## src/rtl/alu_muldiv_if.sv

```systemverilog
// Controller-side bus of the iterative multiply/divide unit: launch handshake,
// operands, mthi/mtlo write port and the HI/LO/status read-back.
interface alu_muldiv_if #(
  parameter int WIDTH = 32
);
  logic             start;
  logic [1:0]       op;
  logic [WIDTH-1:0] inA;
  logic [WIDTH-1:0] inB;
  logic             hi_we;
  logic             lo_we;
  logic [WIDTH-1:0] wr_data;
  logic             busy;
  logic             done;
  logic             div_by_zero;
  logic [WIDTH-1:0] hi;
  logic [WIDTH-1:0] lo;

  modport master (
    output start, op, inA, inB, hi_we, lo_we, wr_data,
    input  busy, done, div_by_zero, hi, lo
  );

  modport slave (
    input  start, op, inA, inB, hi_we, lo_we, wr_data,
    output busy, done, div_by_zero, hi, lo
  );
endinterface

```

## src/rtl/alu_muldiv.sv

```systemverilog
// Iterative MIPS-style MULT/MULTU/DIV/DIVU unit with HI/LO registers.
// Works on operand magnitudes: radix-2 shift-add multiply or restoring divide
// for WIDTH cycles, then one cycle that applies the result signs and writes HI/LO.
module alu_muldiv #(
  parameter int WIDTH = 32
) (
  input logic        clk,
  input logic        reset,
  alu_muldiv_if.slave bus
);
  localparam int CW = $clog2(WIDTH) + 1;

  typedef enum logic [1:0] {IDLE, CALC, FIX} state_t;

  state_t             state_reg, state_next;
  logic [CW-1:0]      cnt_reg;
  logic               is_div_reg;
  logic               neg_main_reg;   // product / quotient must be negated
  logic               neg_rem_reg;    // remainder takes the dividend sign
  logic               dbz_pend_reg;   // current divide has a zero divisor
  logic [WIDTH-1:0]   addend_reg;     // multiplicand or divisor magnitude
  logic [2*WIDTH-1:0] acc_reg, acc_next;
  logic [WIDTH-1:0]   hi_reg, lo_reg;
  logic               dbz_reg, done_reg;

  logic               is_signed, a_neg, b_neg;
  logic [WIDTH-1:0]   a_mag, b_mag;
  logic [WIDTH:0]     mul_sum, div_upper, div_trial;
  logic [2*WIDTH-1:0] prod_fix;
  logic [WIDTH-1:0]   quo, rem, lo_fix, hi_fix;
  logic               last_iter;

  // Operand conditioning at launch: magnitudes for signed ops, raw for unsigned.
  always_comb begin
    is_signed = ~bus.op[0];
    a_neg     = is_signed & bus.inA[WIDTH-1];
    b_neg     = is_signed & bus.inB[WIDTH-1];
    a_mag     = a_neg ? -bus.inA : bus.inA;
    b_mag     = b_neg ? -bus.inB : bus.inB;
  end

  // One iteration: shift-add on the multiplier LSB, or restoring trial subtract.
  // A zero divisor never borrows, so it naturally yields quotient all-ones and
  // remainder equal to the dividend.
  always_comb begin
    mul_sum   = {1'b0, acc_reg[2*WIDTH-1:WIDTH]} + {1'b0, addend_reg & {WIDTH{acc_reg[0]}}};
    div_upper = acc_reg[2*WIDTH-1:WIDTH-1];
    div_trial = div_upper - {1'b0, addend_reg};
    if (!is_div_reg) begin
      acc_next = {mul_sum, acc_reg[WIDTH-1:1]};
    end else if (!div_trial[WIDTH]) begin
      acc_next = {div_trial[WIDTH-1:0], acc_reg[WIDTH-2:0], 1'b1};
    end else begin
      acc_next = {acc_reg[2*WIDTH-2:0], 1'b0};
    end
  end

  // Sign fix-up applied in the final cycle, all modulo 2^WIDTH.
  always_comb begin
    prod_fix = neg_main_reg ? -acc_reg : acc_reg;
    quo      = acc_reg[WIDTH-1:0];
    rem      = acc_reg[2*WIDTH-1:WIDTH];
    lo_fix   = dbz_pend_reg ? {WIDTH{1'b1}} : (neg_main_reg ? -quo : quo);
    hi_fix   = neg_rem_reg ? -rem : rem;
  end

  assign last_iter = (cnt_reg == CW'(WIDTH - 1));

  // State register.
  always_ff @(posedge clk or negedge reset) begin
    if (!reset) state_reg <= IDLE;
    else        state_reg <= state_next;
  end

  // Next-state: IDLE -> CALC on start, CALC for WIDTH iterations, FIX for one cycle.
  always_comb begin
    state_next = state_reg;
    case (state_reg)
      IDLE:    if (bus.start) state_next = CALC;
      CALC:    if (last_iter) state_next = FIX;
      FIX:     state_next = IDLE;
      default: state_next = IDLE;
    endcase
  end

  // Datapath: operand latch on launch, iteration, result write, mthi/mtlo writes.
  always_ff @(posedge clk or negedge reset) begin
    if (!reset) begin
      cnt_reg      <= '0;
      is_div_reg   <= 1'b0;
      neg_main_reg <= 1'b0;
      neg_rem_reg  <= 1'b0;
      dbz_pend_reg <= 1'b0;
      addend_reg   <= '0;
      acc_reg      <= '0;
      hi_reg       <= '0;
      lo_reg       <= '0;
      dbz_reg      <= 1'b0;
      done_reg     <= 1'b0;
    end else begin
      done_reg <= 1'b0;
      case (state_reg)
        IDLE: begin
          if (bus.start) begin
            cnt_reg      <= '0;
            is_div_reg   <= bus.op[1];
            neg_main_reg <= a_neg ^ b_neg;
            neg_rem_reg  <= a_neg;
            dbz_pend_reg <= bus.op[1] & (bus.inB == '0);
            addend_reg   <= bus.op[1] ? b_mag : a_mag;
            acc_reg      <= {{WIDTH{1'b0}}, (bus.op[1] ? a_mag : b_mag)};
          end else begin
            if (bus.hi_we) hi_reg <= bus.wr_data;
            if (bus.lo_we) lo_reg <= bus.wr_data;
          end
        end
        CALC: begin
          acc_reg <= acc_next;
          cnt_reg <= cnt_reg + CW'(1);
        end
        FIX: begin
          done_reg <= 1'b1;
          dbz_reg  <= dbz_pend_reg;
          if (is_div_reg) begin
            hi_reg <= hi_fix;
            lo_reg <= lo_fix;
          end else begin
            {hi_reg, lo_reg} <= prod_fix;
          end
        end
        default: ;
      endcase
    end
  end

  assign bus.busy        = (state_reg != IDLE);
  assign bus.done        = done_reg;
  assign bus.div_by_zero = dbz_reg;
  assign bus.hi          = hi_reg;
  assign bus.lo          = lo_reg;
endmodule

```

## src/flat_wrapper.sv

```systemverilog
// flat-port wrapper written by rule: the top's interface ports become plain ports
module alu_muldiv_flat 
#(
  parameter int WIDTH = 32
)
  (clk, reset, bus_start, bus_op, bus_inA, bus_inB, bus_hi_we, bus_lo_we, bus_wr_data, bus_busy, bus_done, bus_div_by_zero, bus_hi, bus_lo);
  alu_muldiv_if #(.WIDTH(WIDTH)) bus_i ();
  input logic clk;
  input logic reset;
  input wire logic [$bits(bus_i.start)-1:0] bus_start;
  input wire logic [$bits(bus_i.op)-1:0] bus_op;
  input wire logic [$bits(bus_i.inA)-1:0] bus_inA;
  input wire logic [$bits(bus_i.inB)-1:0] bus_inB;
  input wire logic [$bits(bus_i.hi_we)-1:0] bus_hi_we;
  input wire logic [$bits(bus_i.lo_we)-1:0] bus_lo_we;
  input wire logic [$bits(bus_i.wr_data)-1:0] bus_wr_data;
  output wire logic [$bits(bus_i.busy)-1:0] bus_busy;
  output wire logic [$bits(bus_i.done)-1:0] bus_done;
  output wire logic [$bits(bus_i.div_by_zero)-1:0] bus_div_by_zero;
  output wire logic [$bits(bus_i.hi)-1:0] bus_hi;
  output wire logic [$bits(bus_i.lo)-1:0] bus_lo;
  assign bus_i.start = bus_start;
  assign bus_i.op = bus_op;
  assign bus_i.inA = bus_inA;
  assign bus_i.inB = bus_inB;
  assign bus_i.hi_we = bus_hi_we;
  assign bus_i.lo_we = bus_lo_we;
  assign bus_i.wr_data = bus_wr_data;
  assign bus_busy = bus_i.busy;
  assign bus_done = bus_i.done;
  assign bus_div_by_zero = bus_i.div_by_zero;
  assign bus_hi = bus_i.hi;
  assign bus_lo = bus_i.lo;
  alu_muldiv #(.WIDTH(WIDTH)) u_core (.clk(clk), .reset(reset), .bus(bus_i));
endmodule
```

## config.mk

```make
export PLATFORM = sky130hd
export DESIGN_NAME = alu_muldiv_flat
export DESIGN_NICKNAME = d
export VERILOG_FILES = /design/src/rtl/alu_muldiv_if.sv /design/src/rtl/alu_muldiv.sv /design/src/flat_wrapper.sv
export SDC_FILE = /design/constraint.sdc
export NUM_CORES = 1
export LEC_CHECK = 0
export CELL_PAD_IN_SITES_DETAIL_PLACEMENT = 1
export CELL_PAD_IN_SITES_GLOBAL_PLACEMENT = 1
export CORE_UTILIZATION = 47
export CTS_CLUSTER_DIAMETER = 80
export DETAILED_ROUTE_END_ITERATION = 10
export PLACE_DENSITY_LB_ADDON = 0.1
export SYNTH_ARGS = -nofsm -noshare
export SYNTH_HDL_FRONTEND = slang
export SYNTH_SLANG_ARGS = --single-unit
```

## constraint.sdc

```tcl
create_clock -name clk -period 10.1 [get_ports clk]
set_clock_uncertainty 0.1 [all_clocks]
set_input_delay 1.01 -clock clk [delete_from_list [all_inputs] [get_ports clk]]
set_output_delay 1.01 -clock clk [all_outputs]
set_load 0.05 [all_outputs]
```

==> impl_metrics.py, run 1 <==
metrics = {
    "outcome": {
        "outcome": "complete, no violations",
    },
    "cts": {
        "clk_pin_slew_ps": 80,
        "cts-root-buf": "clkbuf_16",
        "post-cts-setup-buffer-count": 0,
        "post_cts_resized": 0,
        "htreeDepth": 4,
        "insertion_delay_ps": 460,
        "cts_tree": "built",
        "ctsHoldBuffers": 0,
        "cts_made_buffers": 17,
        "cts_buffer_depth": 2,
        "cts.sinks": 174,
    },
    "route": {
        "vias": 15915,
        "detail_route.wl_per_cell_um": 24.9,
        "vias_per_cell": 6.40,
        "wl_mm": 61.9,
        "dr.pass1.iters": 5,
        "drc": 0,
        "drt_iter0_drc": 1285,
        "ant_nets": 0,
    },
    "hold_path": {
        "worstHoldPathType": "flop to flop",
    },
    "synth": {
        "ys_types": 78,
        "synth_edf_count": 0,
        "synth_top_cell_by_area": "dfrtp_1",
        "synth_commonest_cells": "204 x nand2_1, 183 x a21oi_1, 180 x o21ai_0, 175 x nor2_1, 174 x dfrtp_1",
        "synth_top_area_share_pct": 28.4,
        "synthesis.area_um2": 15300,
        "synth.area.top_cells": "dfrtp_1 28%, a21oi_1 6.0%, xnor2_1 5.9%, o21ai_0 5.9%, ha_1 5.6%",
        "yosysWarnings": 0,
        "synth_flop_cell": "dfrtp_1",
        "netlist_instances": 1957,
        "yosysSeqAreaShare_pct": 28.4,
        "synth.avg_cell_area_um2": 7.84,
        "syn_nets": 2131,
        "synth.most_common_cell": "nand2_1",
        "async_flop_share_pct": 100,
        "ys_seq_elements": 174,
    },
    "timing": {
        "fin_crit_sh_pct": 44.0,
        "worst_hold_slack_ps": 386,
        "max_slew_margin_pct": 18.0,
        "worst_pin_slew_ps": 1230,
        "fin_ws_ps": 5660,
        "setup_viol": 0,
        "rsz0062_at_grt": "no",
        "fin_tns_setup_ps": 0,
        "fin_crit_ps": 4440,
        "fmax_mhz": 225,
        "hold_viol": 0,
        "drv_slew": 0,
    },
    "layout": {
        "largest_reg_flops": 64,
        "n_fill_cell": 3890,
        "area_growth_syn_to_layout_pct": 16.4,
        "drive_above_1_share_pct": 4.09,
        "utilization_pct": 56.2,
        "register_area_um2": 4360,
        "layout.nets": 2213,
        "diodes": 0,
        "multi_input_area_um2": 10200,
        "final_area_um2": 17900,
    },
    "die": {
        "num_rows": 65,
        "die_h_um": 183,
        "start_util_pct": 48.2,
        "num_io_pins": 170,
        "core_um2": 31800,
        "die_w_um": 183,
        "dieArea_um2": 33400,
    },
    "worst_setup_path": {
        "critPathRequiredTime_ps": 10330,
        "critPathLaunchType": "flop",
        "end_kind": "flop",
        "worstPathMaxFanout": 28,
        "worstSetupPathType": "flop to flop",
        "cp_data_arrival_time_ps": 4680,
    },
    "placed_design": {
        "gp_congestion": 0.966,
        "dp.final_hpwl_mm": 47.8,
        "place_ws_ps": 5790,
        "io_buffers": 169,
        "place_area_um2": 17200,
    },
    "global_route": {
        "grt_first_pass_wirelength_mm": 95.5,
        "grt_overflow_total": 0,
        "grt_max_degree": 96,
        "grtUsageTotal_pct": 37.4,
        "antenna_found_initial": 2,
        "grt_pass1_vias": 16128,
    },
    "power": {
        "cellLeakagePower_uw": 0.00728,
        "p_per_area_nw_per_um2": 327,
        "ir_worst_vdd_uv": 203,
    },
    "run": {
        "drv_cap": 0,
    },
}
metal layers:
metal  up-vias  wire length (um)  track usage [%]
met3       132              3540             4.27
met4         0              2710             17.0
met5         -                 0                0
met1      7963             26700             49.2
met2       567             28900             61.6
li1       7253                 -                -
path summary, 6_finish.rpt:
path / startpoint / endpoint / slack [ps] / cells past startpoint
setup / recovery: u_core.acc_reg[0]$_DFFE_PN0P_ / u_core.acc_reg[63]$_DFFE_PN0P_ / 5660 / 13
hold / removal: u_core.bus.lo[8]$_DFFE_PN0P_ / u_core.bus.lo[8]$_DFFE_PN0P_ / 390 / 2
hold reg to reg: u_core.bus.lo[8]$_DFFE_PN0P_ / u_core.bus.lo[8]$_DFFE_PN0P_ / 390 / 2
min in group asynchronous: reset / u_core.bus.lo[8]$_DFFE_PN0P_ / 440 / 1
max in group asynchronous: reset / u_core.is_div_reg$_DFFE_PN0P_ / 7460 / 3
setup reg to reg: u_core.acc_reg[0]$_DFFE_PN0P_ / u_core.acc_reg[63]$_DFFE_PN0P_ / 5660 / 13
metrics by stage:
step | total power (uW) | std cells
floorplan | 3870 | 1957
global placement | 4910 | 2455
detailed placement | 5020 | 2455
CTS | 5770 | 2487
global route | 6180 | 2487
finish | 5850 | 2487
cell usage in the layout, fill, tap and decap left out, drive strengths merged, types with 19 or more instances in the layout:
cell	count
nand2	205
o21ai	189
a21oi	185
nor2	176
dfrtp	174
clkdlybuf4s50	167
xnor2	103
mux2i	83
inv	78
ha	69
xor2	68
a211oi	51
nor3	43
nand3	33
a21o	31
nor2b	28
o22ai	23
o211ai	22
nand2b	21
nor4	21
a31oi	20
a22oi	19
report_power, final:
part           internal, uW  switching (uW)  total [uW]  leakage (uW)
Clock                   383             346         729      0.000309
Sequential              943             483        1430       0.00210
Combinational          1420            2280        3690       0.00486
Total                  2740            3100        5850       0.00728
cell type report:
cell class	count	area share, %
timing repair buffer	185	10.1
clock inverter	15	1.21
tap	435	3.05
clock buffer	17	2.38
sequential	174	24.4
multi-input combinational	1589	57.3
inverter	72	1.51
kinds of logic after synthesis:
group	Yosys count	synth area share, %
mux	85	5.56
compound gates	647	26.2
buf+inv	194	5.01
flops	174	28.4
simple gates	615	19.1
xor+xnor	171	9.77
fa+ha+maj	71	5.89
worst max-delay path, cell delays in order, from the launching register on:
cell and delay (ps):
dfrtp_1 430, inv_1 240, buf_4 370, nor2_1 100, ha_1 360, o21a_1 210
nor2_1 160, nor3_1 100, a2111oi_0 940, nor4_1 190, nor2_1 390, o211ai_1 260
o41ai_1 330, o21ai_0 140
Power figures use the tool's default switching activity.
==> run 2, diff against run 1 <==
--- a/config.mk
+++ b/config.mk
@@ -7,7 +7,7 @@
 export LEC_CHECK = 0
 export CELL_PAD_IN_SITES_DETAIL_PLACEMENT = 1
 export CELL_PAD_IN_SITES_GLOBAL_PLACEMENT = 1
-export CORE_UTILIZATION = 47
+export CORE_UTILIZATION = 39
 export CTS_CLUSTER_DIAMETER = 80
 export DETAILED_ROUTE_END_ITERATION = 10
 export PLACE_DENSITY_LB_ADDON = 0.1
==> constraint.sdc (replaced) <==
create_clock -name clk -period 3.93 [get_ports clk]
set_clock_uncertainty 0.1 [all_clocks]
set_input_delay 0.393 -clock clk [delete_from_list [all_inputs] [get_ports clk]]
set_output_delay 0.393 -clock clk [all_outputs]
set_load 0.05 [all_outputs]
==> impl_metrics.py, run 2 (synthesis results as in run 1) <==
metrics = {
    "cts": {
        "cts-root-buf": "clkbuf_16",
        "cts_made_buffers": 17,
        "cts_buffer_depth": 2,
        "insertion_delay_ps": 480,
        "cts.sinks": 174,
        "cts_tree": "built",
        "htreeDepth": 4,
        "clk_pin_slew_ps": 80,
    },
    "worst_setup_path": {
        "reg2reg_depth": 9,
        "reg2reg_slack_ps": 260,
        "worstPathMaxFanout": 11,
        "end_kind": "flop",
        "critPathRequiredTime_ps": 4180,
        "worstSetupPathType": "flop to flop",
        "critPathLaunchType": "flop",
        "cp_data_arrival_time_ps": 3920,
    },
    "route": {
        "drc": 0,
        "vias_per_cell": 6.01,
        "wl_met1_mm": 28.7,
        "route.met3.wl_mm": 3.08,
        "vias": 15818,
        "ant_nets": 0,
        "wl_mm": 64.3,
        "dr.pass1.iters": 5,
        "detail_route.wl_per_cell_um": 24.4,
        "drt_iter0_drc": 1097,
        "highest_layer": "met5",
        "wl_met2_mm": 30.5,
    },
    "layout": {
        "final_cell_mix": "203 x nand2_1, 183 x a21oi_1, 180 x o21ai_0, 174 x nor2_1, 173 x dfrtp_1",
        "utilization_pct": 47.6,
        "diodes": 0,
        "layout.nets": 2277,
        "largest_reg_flops": 64,
        "area_growth_syn_to_layout_pct": 20.2,
        "final_cells": 2634,
        "final_common_cell": "nand2_1",
        "drive_above_1_share_pct": 7.14,
    },
    "timing": {
        "fin_crit_ps": 3670,
        "drv_slew": 0,
        "fmax_mhz": 272,
        "worst_pin_slew_ps": 976,
        "fin_tns_setup_ps": 0,
        "fin_crit_sh_pct": 93.4,
        "max_slew_margin_pct": 34.7,
        "rsz0062_at_grt": "no",
        "hold_viol": 0,
        "setup_viol": 0,
    },
    "global_route": {
        "grtUsageTotal_pct": 31.9,
        "grt_max_degree": 94,
        "antenna_found_initial": 1,
        "grt_first_pass_wirelength_mm": 98.5,
        "grt_pass1_vias": 16042,
        "grt_overflow_total": 0,
    },
    "placed_design": {
        "dp.final_hpwl_mm": 51.2,
        "gp_congestion": 0.972,
        "dp.cells": 2601,
        "io_buffers": 169,
    },
    "power": {
        "cellLeakagePower_uw": 0.00758,
        "p_per_area_nw_per_um2": 838,
        "total_power_uw": 15500,
        "ir_worst_vdd_uv": 454,
    },
    "die": {
        "num_io_pins": 170,
        "num_rows": 72,
        "core_um2": 38700,
        "die_h_um": 200,
        "die_w_um": 200,
        "start_util_pct": 39.6,
        "dieArea_um2": 40100,
    },
    "hold_path": {
        "worstHoldPathType": "input port to asynchronous set/reset pin",
    },
    "run": {
        "drv_cap": 0,
    },
    "outcome": {
        "outcome": "complete, no violations",
    },
}
==> run 2: cell types whose count changed in the layout (fill, tap and decap cells not counted), moves of 2 or more <==
cell        delta
buf_4         +59
bufinv_16      -2
buf_12         +4
clkinvlp_4     +2
clkinv_8       -3
==> run 2: path summary, 6_finish.rpt <==
path / to / start
setup / recovery: u_core.acc_reg[58]$_DFFE_PN0P_ / u_core.acc_reg[51]$_DFFE_PN0P_
hold / removal: u_core.bus.lo[24]$_DFFE_PN0P_ / reset
setup reg to reg: u_core.acc_reg[58]$_DFFE_PN0P_ / u_core.acc_reg[51]$_DFFE_PN0P_
hold reg to reg: u_core.bus.lo[17]$_DFFE_PN0P_ / u_core.bus.lo[17]$_DFFE_PN0P_
max in group asynchronous: u_core.acc_reg[63]$_DFFE_PN0P_ / reset
min in group clk: u_core.bus.lo[17]$_DFFE_PN0P_ / u_core.bus.lo[17]$_DFFE_PN0P_
==> run 2: layer usage <==
| metal | vias up | global-route usage (%) |
|---|---|---|
| met4 | 2 | 11.0 |
| met5 | - | 0 |
| met3 | 98 | 3.81 |
| met2 | 475 | 53.2 |
| li1 | 7372 | - |
| met1 | 7871 | 42.6 |
==> run 2: worst max-delay path, cell delays in order, from the launching register on <==
cell	delay, ps
dfrtp_1	560
ha_1	520
nand4_2	190
or2_0	270
or4_1	400
a21o_1	190
a21oi_2	420
or2_2	390
a21oi_1	130
a211oi_1	370
==> run 2: report_power, final <==
part / internal [uW] / switching [uW] / total [uW]
sequential: 2430 / 842 / 3270
combinational: 4030 / 6430 / 10500
clock: 843 / 880 / 1720
==> run 2: final cells by class <==
| cell class | count | area [um^2] |
|---|---|---|
| repair buffers | 249 | 2340 |
| flip-flops and latches | 174 | 4360 |
| inverters | 72 | 270 |
| multi-input cells | 1589 | 10200 |
| fillers | 4780 | 20300 |
| clock inverters | 15 | 146 |
| well taps | 518 | 648 |
| clock buffers | 17 | 425 |
==> run 2: what timing repair did <==
action | 4_1_cts | 5_1_grt
resized for setup | 0 | 4
hold buffers | 1 | 0
endpoints found under the hold margin | 44 | 0
setup buffers | 0 | 0
endpoints found under the setup margin | 0 | 4
==> run 2: stage by stage <==
stage,cell area (um^2),setup slack [ps],hold WS (ps)
finish,18400,259,318
floorplan,15300,550,-2.59
CTS,18400,133,325
global route,18400,69.0,356
detailed placement,17800,209,262
global placement,17800,355,265
